===== src/rtl/rf_ctrl_pkg.sv =====
// Shared types and constants for the register-file write-port controller.
package rf_ctrl_pkg;

    typedef enum logic {
        INIT,
        RUN
    } state_t;

    localparam int NREGS    = 32;
    localparam int LAST_REG = NREGS - 1;

    localparam int DEF_XLEN = 32;
    localparam int DEF_AW   = 5;
    localparam int DEF_NREQ = 3;

endpackage


===== src/rtl/rr_arbiter.sv =====
// Round-robin arbiter: combinational one-hot grant starting at the pointer,
// pointer advances past the winner. en low forces no grant and freezes the pointer.
module rr_arbiter #(
    parameter int N = 3
) (
    input  logic         clk,
    input  logic         rst,
    input  logic [N-1:0] req,
    input  logic         en,
    output logic [N-1:0] grant
);

    localparam int PW = (N > 1) ? $clog2(N) : 1;

    logic [PW-1:0] ptr_q, ptr_d;
    logic          found;

    always_comb begin
        grant = '0;
        ptr_d = ptr_q;
        found = 1'b0;
        if (en) begin
            // k walks priority order from the pointer; j selects the matching index
            for (int k = 0; k < N; k++) begin
                for (int j = 0; j < N; j++) begin
                    if (!found && req[j] && (j == (int'(ptr_q) + k) % N)) begin
                        grant[j] = 1'b1;
                        ptr_d    = PW'((j + 1) % N);
                        found    = 1'b1;
                    end
                end
            end
        end
    end

    always_ff @(posedge clk or posedge rst) begin
        if (rst) begin
            ptr_q <= '0;
        end else begin
            ptr_q <= ptr_d;
        end
    end

endmodule


===== src/rtl/rf_write_ctrl.sv =====
// Register-file write-port controller: clears x1..x31 after reset, then
// arbitrates NREQ writeback sources onto the single registered write port.
module rf_write_ctrl
    import rf_ctrl_pkg::*;
#(
    parameter int NREQ = DEF_NREQ,
    parameter int XLEN = DEF_XLEN,
    parameter int AW   = DEF_AW
) (
    input  logic                 clk,
    input  logic                 rst,
    input  logic [NREQ-1:0]      req,
    input  logic [NREQ*AW-1:0]   req_adr,
    input  logic [NREQ*XLEN-1:0] req_data,
    output logic [NREQ-1:0]      ack,
    output logic                 rf_en,
    output logic [AW-1:0]        rf_w_adr,
    output logic [XLEN-1:0]      rf_w_data,
    output logic                 init_done
);

    state_t          state_q, state_d;
    logic [AW-1:0]   cnt_q, cnt_d;
    logic            rf_en_q, rf_en_d;
    logic [AW-1:0]   rf_w_adr_q, rf_w_adr_d;
    logic [XLEN-1:0] rf_w_data_q, rf_w_data_d;
    logic            init_done_q, init_done_d;
    logic [AW-1:0]   sel_adr;
    logic [XLEN-1:0] sel_data;

    rr_arbiter #(.N(NREQ)) u_arb (
        .clk   (clk),
        .rst   (rst),
        .req   (req),
        .en    (state_q == RUN),
        .grant (ack)
    );

    always_comb begin
        state_d     = state_q;
        cnt_d       = cnt_q;
        rf_en_d     = 1'b0;
        rf_w_adr_d  = rf_w_adr_q;
        rf_w_data_d = rf_w_data_q;
        init_done_d = init_done_q;
        sel_adr     = '0;
        sel_data    = '0;
        for (int j = 0; j < NREQ; j++) begin
            if (ack[j]) begin
                sel_adr  = req_adr[j*AW +: AW];
                sel_data = req_data[j*XLEN +: XLEN];
            end
        end
        case (state_q)
            INIT: begin
                rf_en_d     = 1'b1;
                rf_w_adr_d  = cnt_q;
                rf_w_data_d = '0;
                cnt_d       = cnt_q + AW'(1);
                if (cnt_q == AW'(LAST_REG)) begin
                    state_d     = RUN;
                    init_done_d = 1'b1;
                end
            end
            RUN: begin
                // x0 is hard-wired zero: the grant is still taken but nothing is written
                if ((|ack) && (sel_adr != '0)) begin
                    rf_en_d     = 1'b1;
                    rf_w_adr_d  = sel_adr;
                    rf_w_data_d = sel_data;
                end
            end
            default: state_d = INIT;
        endcase
    end

    always_ff @(posedge clk or posedge rst) begin
        if (rst) begin
            state_q     <= INIT;
            cnt_q       <= AW'(1);
            rf_en_q     <= 1'b0;
            rf_w_adr_q  <= '0;
            rf_w_data_q <= '0;
            init_done_q <= 1'b0;
        end else begin
            state_q     <= state_d;
            cnt_q       <= cnt_d;
            rf_en_q     <= rf_en_d;
            rf_w_adr_q  <= rf_w_adr_d;
            rf_w_data_q <= rf_w_data_d;
            init_done_q <= init_done_d;
        end
    end

    assign rf_en     = rf_en_q;
    assign rf_w_adr  = rf_w_adr_q;
    assign rf_w_data = rf_w_data_q;
    assign init_done = init_done_q;

endmodule


===== config.mk =====
export PLATFORM = sky130hd
export DESIGN_NAME = rf_write_ctrl
export DESIGN_NICKNAME = d
export VERILOG_FILES = /design/src/rtl/rf_ctrl_pkg.sv /design/src/rtl/rr_arbiter.sv /design/src/rtl/rf_write_ctrl.sv
export SDC_FILE = /design/constraint.sdc
export NUM_CORES = 1
export LEC_CHECK = 0
export ABC_CLOCK_PERIOD_IN_PS = 4500
export CORE_ASPECT_RATIO = 0.6
export CORE_MARGIN = 5
export CORE_UTILIZATION = 38
export DETAILED_ROUTE_END_ITERATION = 12
export PLACE_DENSITY = 0.83
export SLEW_MARGIN = 20
export SYNTH_ARGS = -nofsm -noshare
export SYNTH_HDL_FRONTEND = slang
export SYNTH_SLANG_ARGS = --single-unit

===== constraint.sdc =====
create_clock -name clk -period 4.5 [get_ports clk]
set_clock_uncertainty 0.2 [all_clocks]
set_input_delay 0.9 -clock clk [delete_from_list [all_inputs] [get_ports clk]]
set_output_delay 0.9 -clock clk [all_outputs]
set_load 0.02 [all_outputs]

==> impl_metrics.tcl <==
set metrics [dict create \
    status "complete, no violations" \
    ys.flop_type "dfrtp_1" \
    crit_family "buffers and inverters" \
    die-width_um 117 \
    cts_buffers 5 \
    antenna_found_initial 0 \
    path_clk_slew_ns 0.06 \
    yosysUniqueCellTypes 43 \
    intPower_mw 1.65 \
    ctsHoldBuffers 0 \
    drt_iter0_drc 178 \
    placed_cell_area_um2 4240 \
    fin_area_um2 4400 \
    grt_pass1_wl_mm 14.9 \
    start_util 0.392 \
    reg2reg_slack_ns 1.20 \
    n_antenna_cell 0 \
    power.switching_mw 1.21 \
    grt_usage 0.209 \
    maxCapViolCount 0 \
    grt_pass1_vias 2896 \
    worst_slew_pin_slew_ns 0.801 \
    required_ns 3.40 \
    slew_violations 0 \
    drc 0 \
    via_per_inst 5.58 \
    syn-cell-area_um2 2630 \
    start_kind "primary input" \
    h-tree-depth 2 \
    synth-seq-cells 47 \
    swShare 0.423 \
    dieArea_um2 8740 \
    crit_type "primary input to primary output" \
    p_per_area_nw_per_um2 651 \
    clock_sinks 47 \
    synthToLayoutAreaGrowth_pct 67.4 \
    final.setup.tns_ns 0 \
    finalSetupViolations 0 \
    p_comb_frac 0.629 \
    maxSlewHeadroom 0.466 \
    postCtsSetupBuffers 0 \
    yosysSeqAreaShare 0.448 \
    synth_top_cell_area_share 0.438 \
    ant_nets 0 \
    seqPwrFrac 0.239 \
    hold_violations 0 \
    min_period_over_period 0.907 \
    cts_tree "done" \
    core-area_um2 6710 \
    synthArstFlopShare 1.00 \
    synth_nets 396 \
    synth_top_cell_by_area "dfrtp_1" \
    drive_above_1_share 0.0558 \
    min_path_type "register to register" \
    max_freq_mhz 245 \
    post-route-util 0.656 \
    fin_crit_ns 4.08 \
    grt-ovfl-total 0 \
    firstDrtPassIters 5 \
    postCtsResizedCells 0 \
    synth-warning-count 0 \
    grt_max_degree 48 \
    path_buf_inv 3 \
    yosys.cell_count.top_type "nand2_1" \
    dpl.cell_count 509 \
    io_buffer_count 157 \
    wl_mm 9.51 \
    irDropWorstVdd_mv 0.416 \
    crit_fanout 9 \
    die_h_um 74.4 \
    p_clk_frac 0.132 \
    insertion_delay_ns 0.28 \
    netlist_instances 276 \
    hpwl_mm 7.27 \
    std_cell_rows 23 \
    rsz0062_at_grt "false" \
    fin_cells 517 \
    cp_slowest_cell "clkdlybuf4s50_1" \
    avgSynthCellArea_um2 9.52 \
    crit_chain "clkdlybuf4s50_1 -> nor2b_1 -> o21a_1 -> o21a_1 -> nand2_1 -> inv_1 -> clkdlybuf4s50_1" \
    gp_congestion 0.906 \
    clockRootBuffer "clkbuf_16" \
    p_leak_nw 1.99 \
    yosys-top-cells-count "nand2_1, dfrtp_1, a22o_1, a22oi_1, clkbuf_1" \
    fin_nets 549 \
    endpoint_kind "primary output" \
    cp.arrival_ns 2.98 \
    wl_per_cell_um 18.4 \
    ctsLongestPathBuffers 2 \
    synth_edf_count 0 \
    vias 2883 \
    cpPeakStageDelay_ns 0.62 \
    ys_top_cells_by_area "dfrtp_1, a22o_1, nand2_1" \
    io_pins 158 \
]
registers in the layout, indices dropped and copies added (netlist names):
register / count
rf_w_adr: 5
init_done: 1
cnt_q: 5
rf_w_data: 32
u_arb.ptr_q: 2
state_q: 1
rf_en: 1
cell usage in the layout (no fill, tap or decap), drive strengths merged, types with 4 or more instances in the layout:
cell / synthesis / final
clkdlybuf4s50: 0 / 157
nand2: 73 / 73
dfrtp: 46 / 46
a22o: 33 / 33
a22oi: 32 / 32
inv: 9 / 8
buf: 9 / 8
nor2: 6 / 6
clkbuf: 10 / 6
a221o: 5 / 5
a21o: 4 / 4
ha: 4 / 4
cell type report:
type / instances / area, um^2
clock buffers: 6 / 139
clock inverters: 2 / 16.3
fillers: 533 / 2300
inverters: 10 / 38.8
multi-input cells: 200 / 1290
flip-flops and latches: 47 / 1180
well taps: 87 / 109
repair buffers: 165 / 1630
worst paths after layout:
kind / start / to / depth (start not counted)
worst max-delay path: req[1] / ack[0] / 7
worst min-delay path: init_done / init_done / 1
worst max register to register: u_arb.ptr_q[0] / rf_w_data[20] / 9
worst min register to register: init_done / init_done / 1
max in group asynchronous: rst / state_q / 2
min in group asynchronous: rst / rf_w_data[13] / 2
worst register-to-register path: cells and delay by family, from the launching register on:
kind,cells,cell delay [ns]
buffers and inverters,2,0.26
flip-flops,1,0.36
adder cells (fa/ha/maj),1,0.40
AND/OR/NAND/NOR,1,0.37
AO/OA/AOI/OAI,5,1.58
logic make-up after synthesis:
kind of cell | after synthesis | synth area share
xor gates and xnor gates | 3 | 0.0100
and+or+nand+nor | 93 | 0.150
adders and majority gates | 4 | 0.0190
muxes | 3 | 0.0129
DFF | 47 | 0.448
buffers and inverters | 29 | 0.0619
AOI/OAI and AO/OA | 97 | 0.298
through the flow:
| stage | setup slack [ns] | power [mW] | hold WS (ns) |
|---|---|---|---|
| 2_1_floorplan | 1.23 | 1.85 | 0.255 |
| 3_3_place_gp | 0.556 | 2.44 | 0.248 |
| 3_5_place_dp | 0.468 | 2.49 | 0.247 |
| 4_1_cts | 0.457 | 2.89 | 0.265 |
| 5_1_grt | 0.304 | 3.06 | 0.278 |
| 6_report | 0.419 | 2.87 | 0.262 |
per-layer routing:
layer  track usage  routed length [um]  up-vias
met3        0.0646                 993        9
met2         0.344                4280      157
met4        0.0270                  46        0
li1              -                   -     1317
met5             0                   0        -
met1         0.284                4180     1400
power groups by stage:
stage	clock network, mW	logic (mW)	registers, mW
floorplan	0	0.995	0.853
global placement	0	1.75	0.688
detailed placement	0	1.80	0.689
CTS	0.390	1.81	0.686
global route	0.407	1.95	0.704
finish	0.378	1.80	0.685
No activity file was read; power rests on OpenSTA's default activity.
